$ cat src/rtl/muldiv_unit_if.sv
// Handshake/bus bundle between the CPU pipeline and the multiply/divide unit.
// The master is the pipeline side. It drives operands, the launch strobe and
// the MTHI/MTLO writes. The slave is muldiv_unit, which returns busy, done and HI/LO.
interface muldiv_unit_if #(
    parameter int WIDTH = 32
);
    logic             start;
    logic [1:0]       op;
    logic [WIDTH-1:0] opa;
    logic [WIDTH-1:0] opb;
    logic             wr_hi;
    logic             wr_lo;
    logic [WIDTH-1:0] wdata;
    logic             busy;
    logic             done;
    logic [WIDTH-1:0] hi;
    logic [WIDTH-1:0] lo;

    modport master (
        output start, op, opa, opb, wr_hi, wr_lo, wdata,
        input  busy, done, hi, lo
    );

    modport slave (
        input  start, op, opa, opb, wr_hi, wr_lo, wdata,
        output busy, done, hi, lo
    );
endinterface

$ cat src/rtl/muldiv_unit.sv
// Iterative multiply/divide unit with architectural HI/LO registers.
// op: 00=MULTU, 01=MULT, 10=DIVU, 11=DIV. Signed operations run on operand
// magnitudes, and the result signs are fixed up when HI/LO are written.
// Optional build macro MULDIV_FAST_MUL_EN: multiplies complete in one RUN
// cycle through a combinational product. Divide timing does not change.
//
// state | meaning
// IDLE  | waiting for start; MTHI/MTLO writes accepted
// RUN   | one multiply/divide step per cycle; HI/LO held until the last step
module muldiv_unit #(
    parameter int WIDTH = 32
) (
    input  logic         clk,
    input  logic         reset,
    muldiv_unit_if.slave bus
);
    localparam int CNT_W = $clog2(WIDTH + 1);

    typedef enum logic {IDLE, RUN} state_t;

    state_t           state;
    logic [CNT_W-1:0] cnt;
    logic             is_div;
    logic             neg_q;
    logic             neg_r;
    logic             div_zero;
    logic [WIDTH-1:0] acc_hi;
    logic [WIDTH-1:0] acc_lo;
    logic [WIDTH-1:0] op_b;
    logic             busy_q;
    logic             done_q;
    logic [WIDTH-1:0] hi_q;
    logic [WIDTH-1:0] lo_q;

    logic             sign_a;
    logic             sign_b;
    logic [WIDTH-1:0] mag_a;
    logic [WIDTH-1:0] mag_b;

    logic [WIDTH:0]   div_shift;
    logic [WIDTH:0]   div_diff;
    logic             div_ge;
    logic [WIDTH-1:0] step_hi;
    logic [WIDTH-1:0] step_lo;
    logic [WIDTH-1:0] res_hi;
    logic [WIDTH-1:0] res_lo;
`ifdef MULDIV_FAST_MUL_EN
    logic [2*WIDTH-1:0] fast_prod;
`else
    logic [WIDTH:0]     mul_sum;
`endif

    assign bus.busy = busy_q;
    assign bus.done = done_q;
    assign bus.hi   = hi_q;
    assign bus.lo   = lo_q;

    // Operand conditioning at launch: magnitudes for signed ops, raw for unsigned
    always_comb begin
        sign_a = bus.op[0] & bus.opa[WIDTH-1];
        sign_b = bus.op[0] & bus.opb[WIDTH-1];
        mag_a  = sign_a ? -bus.opa : bus.opa;
        mag_b  = sign_b ? -bus.opb : bus.opb;
    end

    // One datapath step: shift-add multiply or restoring shift-subtract divide
    always_comb begin
`ifdef MULDIV_FAST_MUL_EN
        fast_prod = {{WIDTH{1'b0}}, acc_lo} * {{WIDTH{1'b0}}, op_b};
`else
        mul_sum   = acc_lo[0] ? ({1'b0, acc_hi} + {1'b0, op_b}) : {1'b0, acc_hi};
`endif
        div_shift = {acc_hi, acc_lo[WIDTH-1]};
        div_diff  = div_shift - {1'b0, op_b};
        // The borrow bit is clear exactly when the shifted remainder is >= divisor
        div_ge    = ~div_diff[WIDTH];
        if (is_div) begin
            step_hi = div_ge ? div_diff[WIDTH-1:0] : div_shift[WIDTH-1:0];
            step_lo = {acc_lo[WIDTH-2:0], div_ge};
        end else begin
`ifdef MULDIV_FAST_MUL_EN
            step_hi = fast_prod[2*WIDTH-1:WIDTH];
            step_lo = fast_prod[WIDTH-1:0];
`else
            step_hi = mul_sum[WIDTH:1];
            step_lo = {mul_sum[0], acc_lo[WIDTH-1:1]};
`endif
        end
    end

    // Sign fix-up of the final magnitude result; divide-by-zero forces quotient to all ones
    always_comb begin
        if (!is_div) begin
            {res_hi, res_lo} = neg_q ? -{step_hi, step_lo} : {step_hi, step_lo};
        end else begin
            res_lo = div_zero ? '1 : (neg_q ? -step_lo : step_lo);
            // Remainder follows the dividend sign. For a zero divisor this restores opa exactly.
            res_hi = neg_r ? -step_hi : step_hi;
        end
    end

    // Control FSM, datapath registers and architectural HI/LO
    always_ff @(posedge clk) begin
        if (reset) begin
            state    <= IDLE;
            cnt      <= '0;
            is_div   <= 1'b0;
            neg_q    <= 1'b0;
            neg_r    <= 1'b0;
            div_zero <= 1'b0;
            acc_hi   <= '0;
            acc_lo   <= '0;
            op_b     <= '0;
            busy_q   <= 1'b0;
            done_q   <= 1'b0;
            hi_q     <= '0;
            lo_q     <= '0;
        end else begin
            done_q <= 1'b0;
            case (state)
                IDLE: begin
                    if (bus.start) begin
                        // A launch takes priority, so any MTHI/MTLO in the same cycle is dropped
                        state    <= RUN;
                        busy_q   <= 1'b1;
                        is_div   <= bus.op[1];
                        neg_q    <= sign_a ^ sign_b;
                        neg_r    <= sign_a;
                        div_zero <= bus.op[1] & (bus.opb == '0);
                        acc_hi   <= '0;
                        acc_lo   <= mag_a;
                        op_b     <= mag_b;
`ifdef MULDIV_FAST_MUL_EN
                        cnt      <= bus.op[1] ? CNT_W'(WIDTH) : CNT_W'(1);
`else
                        cnt      <= CNT_W'(WIDTH);
`endif
                    end else begin
                        if (bus.wr_hi) hi_q <= bus.wdata;
                        if (bus.wr_lo) lo_q <= bus.wdata;
                    end
                end
                RUN: begin
                    acc_hi <= step_hi;
                    acc_lo <= step_lo;
                    cnt    <= cnt - CNT_W'(1);
                    if (cnt == CNT_W'(1)) begin
                        hi_q   <= res_hi;
                        lo_q   <= res_lo;
                        done_q <= 1'b1;
                        busy_q <= 1'b0;
                        state  <= IDLE;
                    end
                end
                default: state <= IDLE;
            endcase
        end
    end
endmodule

$ cat src/flat_wrapper.sv
// flat-port wrapper written by rule: the top's interface ports become plain ports
module muldiv_unit_flat 
#(
    parameter int WIDTH = 32
)
  (clk, reset, bus_start, bus_op, bus_opa, bus_opb, bus_wr_hi, bus_wr_lo, bus_wdata, bus_busy, bus_done, bus_hi, bus_lo);
  muldiv_unit_if #(.WIDTH(WIDTH)) bus_i ();
  input  logic clk;
  input  logic reset;
  input wire logic [$bits(bus_i.start)-1:0] bus_start;
  input wire logic [$bits(bus_i.op)-1:0] bus_op;
  input wire logic [$bits(bus_i.opa)-1:0] bus_opa;
  input wire logic [$bits(bus_i.opb)-1:0] bus_opb;
  input wire logic [$bits(bus_i.wr_hi)-1:0] bus_wr_hi;
  input wire logic [$bits(bus_i.wr_lo)-1:0] bus_wr_lo;
  input wire logic [$bits(bus_i.wdata)-1:0] bus_wdata;
  output wire logic [$bits(bus_i.busy)-1:0] bus_busy;
  output wire logic [$bits(bus_i.done)-1:0] bus_done;
  output wire logic [$bits(bus_i.hi)-1:0] bus_hi;
  output wire logic [$bits(bus_i.lo)-1:0] bus_lo;
  assign bus_i.start = bus_start;
  assign bus_i.op = bus_op;
  assign bus_i.opa = bus_opa;
  assign bus_i.opb = bus_opb;
  assign bus_i.wr_hi = bus_wr_hi;
  assign bus_i.wr_lo = bus_wr_lo;
  assign bus_i.wdata = bus_wdata;
  assign bus_busy = bus_i.busy;
  assign bus_done = bus_i.done;
  assign bus_hi = bus_i.hi;
  assign bus_lo = bus_i.lo;
  muldiv_unit #(.WIDTH(WIDTH)) u_core (.clk(clk), .reset(reset), .bus(bus_i));
endmodule
$ cat config.mk
export PLATFORM = sky130hd
export DESIGN_NAME = muldiv_unit_flat
export DESIGN_NICKNAME = d
export VERILOG_FILES = /design/src/rtl/muldiv_unit_if.sv /design/src/rtl/muldiv_unit.sv /design/src/flat_wrapper.sv
export SDC_FILE = /design/constraint.sdc
export NUM_CORES = 1
export LEC_CHECK = 0
export CAP_MARGIN = 20
export CORE_MARGIN = 2
export CORE_UTILIZATION = 25
export DETAILED_ROUTE_END_ITERATION = 16
export PLACE_DENSITY = 0.42
export REMOVE_ABC_BUFFERS = 1
export SETUP_SLACK_MARGIN = 0.15
export SLEW_MARGIN = 0
export SYNTH_ARGS = -nofsm -noshare
export SYNTH_HDL_FRONTEND = slang
export SYNTH_SLANG_ARGS = --single-unit
$ cat constraint.sdc
create_clock -name clk -period 6 [get_ports clk]
set_input_delay 0.6 -clock clk [delete_from_list [all_inputs] [get_ports clk]]
set_output_delay 0.6 -clock clk [all_outputs]
set_load 0.1 [all_outputs]
==> metrics.yaml <==
status: "finished, final reports clean"
io_buffers: 168
clk_latency_ns: 0.52
ys_seq_area_share_pct: 22.3
finClkSkew_ns: 0.0201
vias_per_cell: 5.37
irDropWorstVdd_mv: 0.205
cts_buffers: 17
place_area_sq_um: 18300
yosys.cell_types.count: 89
p_int_uw: 2440
drc_errors: 0
max_clock_freq_mhz: 183
setup_viol: 0
cp-start-kind: "register"
syn_area_sq_um: 15600
reg2regPathDepth: 19
setup_tns_ns: 0
hold_depth: 2
fin_crit_ns: 5.48
power_frac_comb_pct: 43.0
power.density_nw_per_um2: 233
timing.final.ws_setup_ns: 0.521
dieWidth_microns: 253
pwr-share-seq_pct: 30.1
clock_path_buffers: 2
crit_path_cell_trace: "inv_1, ha_1, a21oi_1, o21ai_0, a221o_1, or2_1, a22o_4, nor2_4, o221ai_1, inv_1, ha_1, inv_1, nor4_1, nor4b_1, a2bb2oi_1, a31oi_1, xnor2_1, a2111oi_0, a31o_1"
grt_setup_unrepaired: "true"
avgRoutedWirePerCell_microns: 21.9
dp_hpwl_mm: 53.1
slowest_stage: "nor4b_1"
arrival_ns: 5.93
reg2reg_slack_ns: 0.52
cts_num_sinks: 173
crit_required_ns: 6.45
area.growth.synth_to_final_pct: 21.4
avgSynthCellArea_sq_um: 7.21
final_layout_size_suffix_gt1_share_pct: 7.17
r2r-start: "u_core.op_b[17]$_SDFFE_PP0P_"
grt_pass1_vias: 16200
cts.clk_slew.worst_paths_ns: 0.08
core.rowCount: 91
hold_path.class: "register to register"
min_to: "u_core.bus.hi[9]$_SDFFE_PP0P_"
synth_ff_type: "dfxtp_1"
synthArstFlopShare_pct: 0
htreeDepth: 4
hold_viol: 0
vias: 16800
finalCritPeriodShare_pct: 91.3
synth_edf_count: 0
path_common_cell: "inv_1"
relSlewSlack_pct: 27.8
nets: 2449
maxCapViolCount: 0
r2r-end: "u_core.bus.hi[14]$_SDFFE_PP0P_"
antenna_found_initial: 0
design_area_sq_um: 18900
antenna_left: 0
grt_max_degree: 79
crit_fanout: 16
num_antenna_cells: 0
power.total_uw: 4400
p_leak_uw: 0.00712
drt-total-wl_mm: 68.5
drtPass1Iterations: 5
clock-root-buffer: "clkbuf_16"
grt_pass1_wl_mm: 103
grt_remaining_overflow: 0
track_usage_pct: 21.2
p_sw_uw: 1960
dieArea_sq_um: 64200
hold_start: "u_core.bus.hi[9]$_SDFFE_PP0P_"
synthCells: 2158
yosys_warnings: 0
final_cell_mix: "nor2_1, a21oi_1, nand2_1"
core_sq_um: 61600
start_util_pct: 25.3
drv_slew: 0
ys_ff_latch: 173
post-route-util_pct: 30.7
slowest_delay_ns: 0.44
cts_tree: "done"
swShare_pct: 44.6
pre_cts_slack_ns: 0.284
critical_path_class: "register to register"
first_iter_violations: 1233
ios: 169
gp_congestion: 0.903
fp.dieH_microns: 253
worstSetupEndpointType: "register"
worstMarginPinSlew_ns: 1.08
final_common_cell: "nor2_1"
p_clk_share_pct: 26.9
[sequential cells by signal (all words and copies together), names as in the netlist, 6 cells and up]
signal / cells
u_core.acc_hi: 32
u_core.acc_lo: 32
u_core.bus.hi: 32
u_core.bus.lo: 32
u_core.cnt: 6
u_core.op_b: 32
[power groups by stage]
stage	sequential (uW)	combinational (uW)	clock [uW]
finish	1320	1890	1180
CTS	1320	1880	1230
detailed placement	1350	1870	0
floorplan	1590	956	0
global route	1340	2040	1270
global placement	1350	1880	0
[kinds of logic (layout without fill, tap and decap cells)]
family          after synthesis  after routing  share of synthesized area, %
buf+inv                     215            344                          5.44
flops                       173            173                          22.3
compound gates              706            706                          29.3
simple gates                777            777                          24.3
mux                          66             66                          4.41
fa+ha+maj                    72             72                          5.89
xor+xnor                    149            149                          8.39
[what timing repair did]
item	in CTS	in global routing
buffers inserted	0	5
resized for setup	0	4
endpoints found under the hold margin	0	0
hold buffers	0	0
endpoints found under the setup margin	0	15
[final cells by class]
class,instances,area [sq um]
Fill cell,6727,42700
Multi-Input combinational cell,1770,11300
Sequential cell,173,3470
Timing Repair Buffer,243,2240
Tap cell,837,1050
Clock buffer,18,439
Inverter,69,259
Clock inverter,14,146
[worst max path at each step]
stage                                            start                             end  cells past startpoint
after floorplan                u_core.state$_SDFF_PP0_  u_core.bus.lo[10]$_SDFFE_PP0P_                      6
final                     u_core.op_b[17]$_SDFFE_PP0P_  u_core.bus.hi[14]$_SDFFE_PP0P_                     19
after global placement    u_core.op_b[17]$_SDFFE_PP0P_  u_core.bus.hi[14]$_SDFFE_PP0P_                     19
after global routing      u_core.op_b[17]$_SDFFE_PP0P_  u_core.bus.hi[18]$_SDFFE_PP0P_                     22
after CTS                 u_core.op_b[17]$_SDFFE_PP0P_  u_core.bus.hi[14]$_SDFFE_PP0P_                     19
after detailed placement  u_core.op_b[17]$_SDFFE_PP0P_  u_core.bus.hi[14]$_SDFFE_PP0P_                     19
[per-stage QoR]
stage                     std cells  hold slack [ns]
after floorplan                2012            0.423
after global placement         3087            0.443
after detailed placement       3087            0.446
after CTS                      3119            0.455
after global routing           3124            0.470
final                          3124            0.458
[metal layers]
layer | GRT usage (%) | vias to the layer above | wire [microns] | part of all wire (%)
met5 | 0 | - | 0 | 0
met4 | 7.68 | 0 | 1930 | 2.8
met3 | 2.34 | 83 | 2720 | 4.0
met2 | 35.4 | 438 | 32000 | 47
met1 | 28.1 | 8079 | 31900 | 47
li1 | - | 8168 | - | -
[cells in the mapped netlist (all sizes together) (35+ instances only)]
cell type	n	area, sq um
nor2	248	938
a21oi	225	1130
nand2	188	706
dfxtp	173	3460
o21ai	137	686
clkbuf	111	417
xnor2	95	832
a211oi	70	543
ha	70	876
inv	67	251
a31oi	56	350
nor3	54	270
xor2	54	473
nand3	47	235
mux2i	46	460
and3	38	238
buf	35	170
or3	35	219
[worst max-delay path, delay by kind of cell (launching register included)]
| family | cells | cell delay [ns] |
|---|---|---|
| AND/OR/NAND/NOR | 4 | 1.35 |
| XOR/XNOR | 1 | 0.18 |
| flip-flops | 1 | 0.40 |
| buffers and inverters | 3 | 0.37 |
| AO/OA/AOI/OAI | 9 | 2.48 |
| adder cells (fa/ha/maj) | 2 | 0.62 |
No activity file was read; power rests on OpenSTA's default activity.
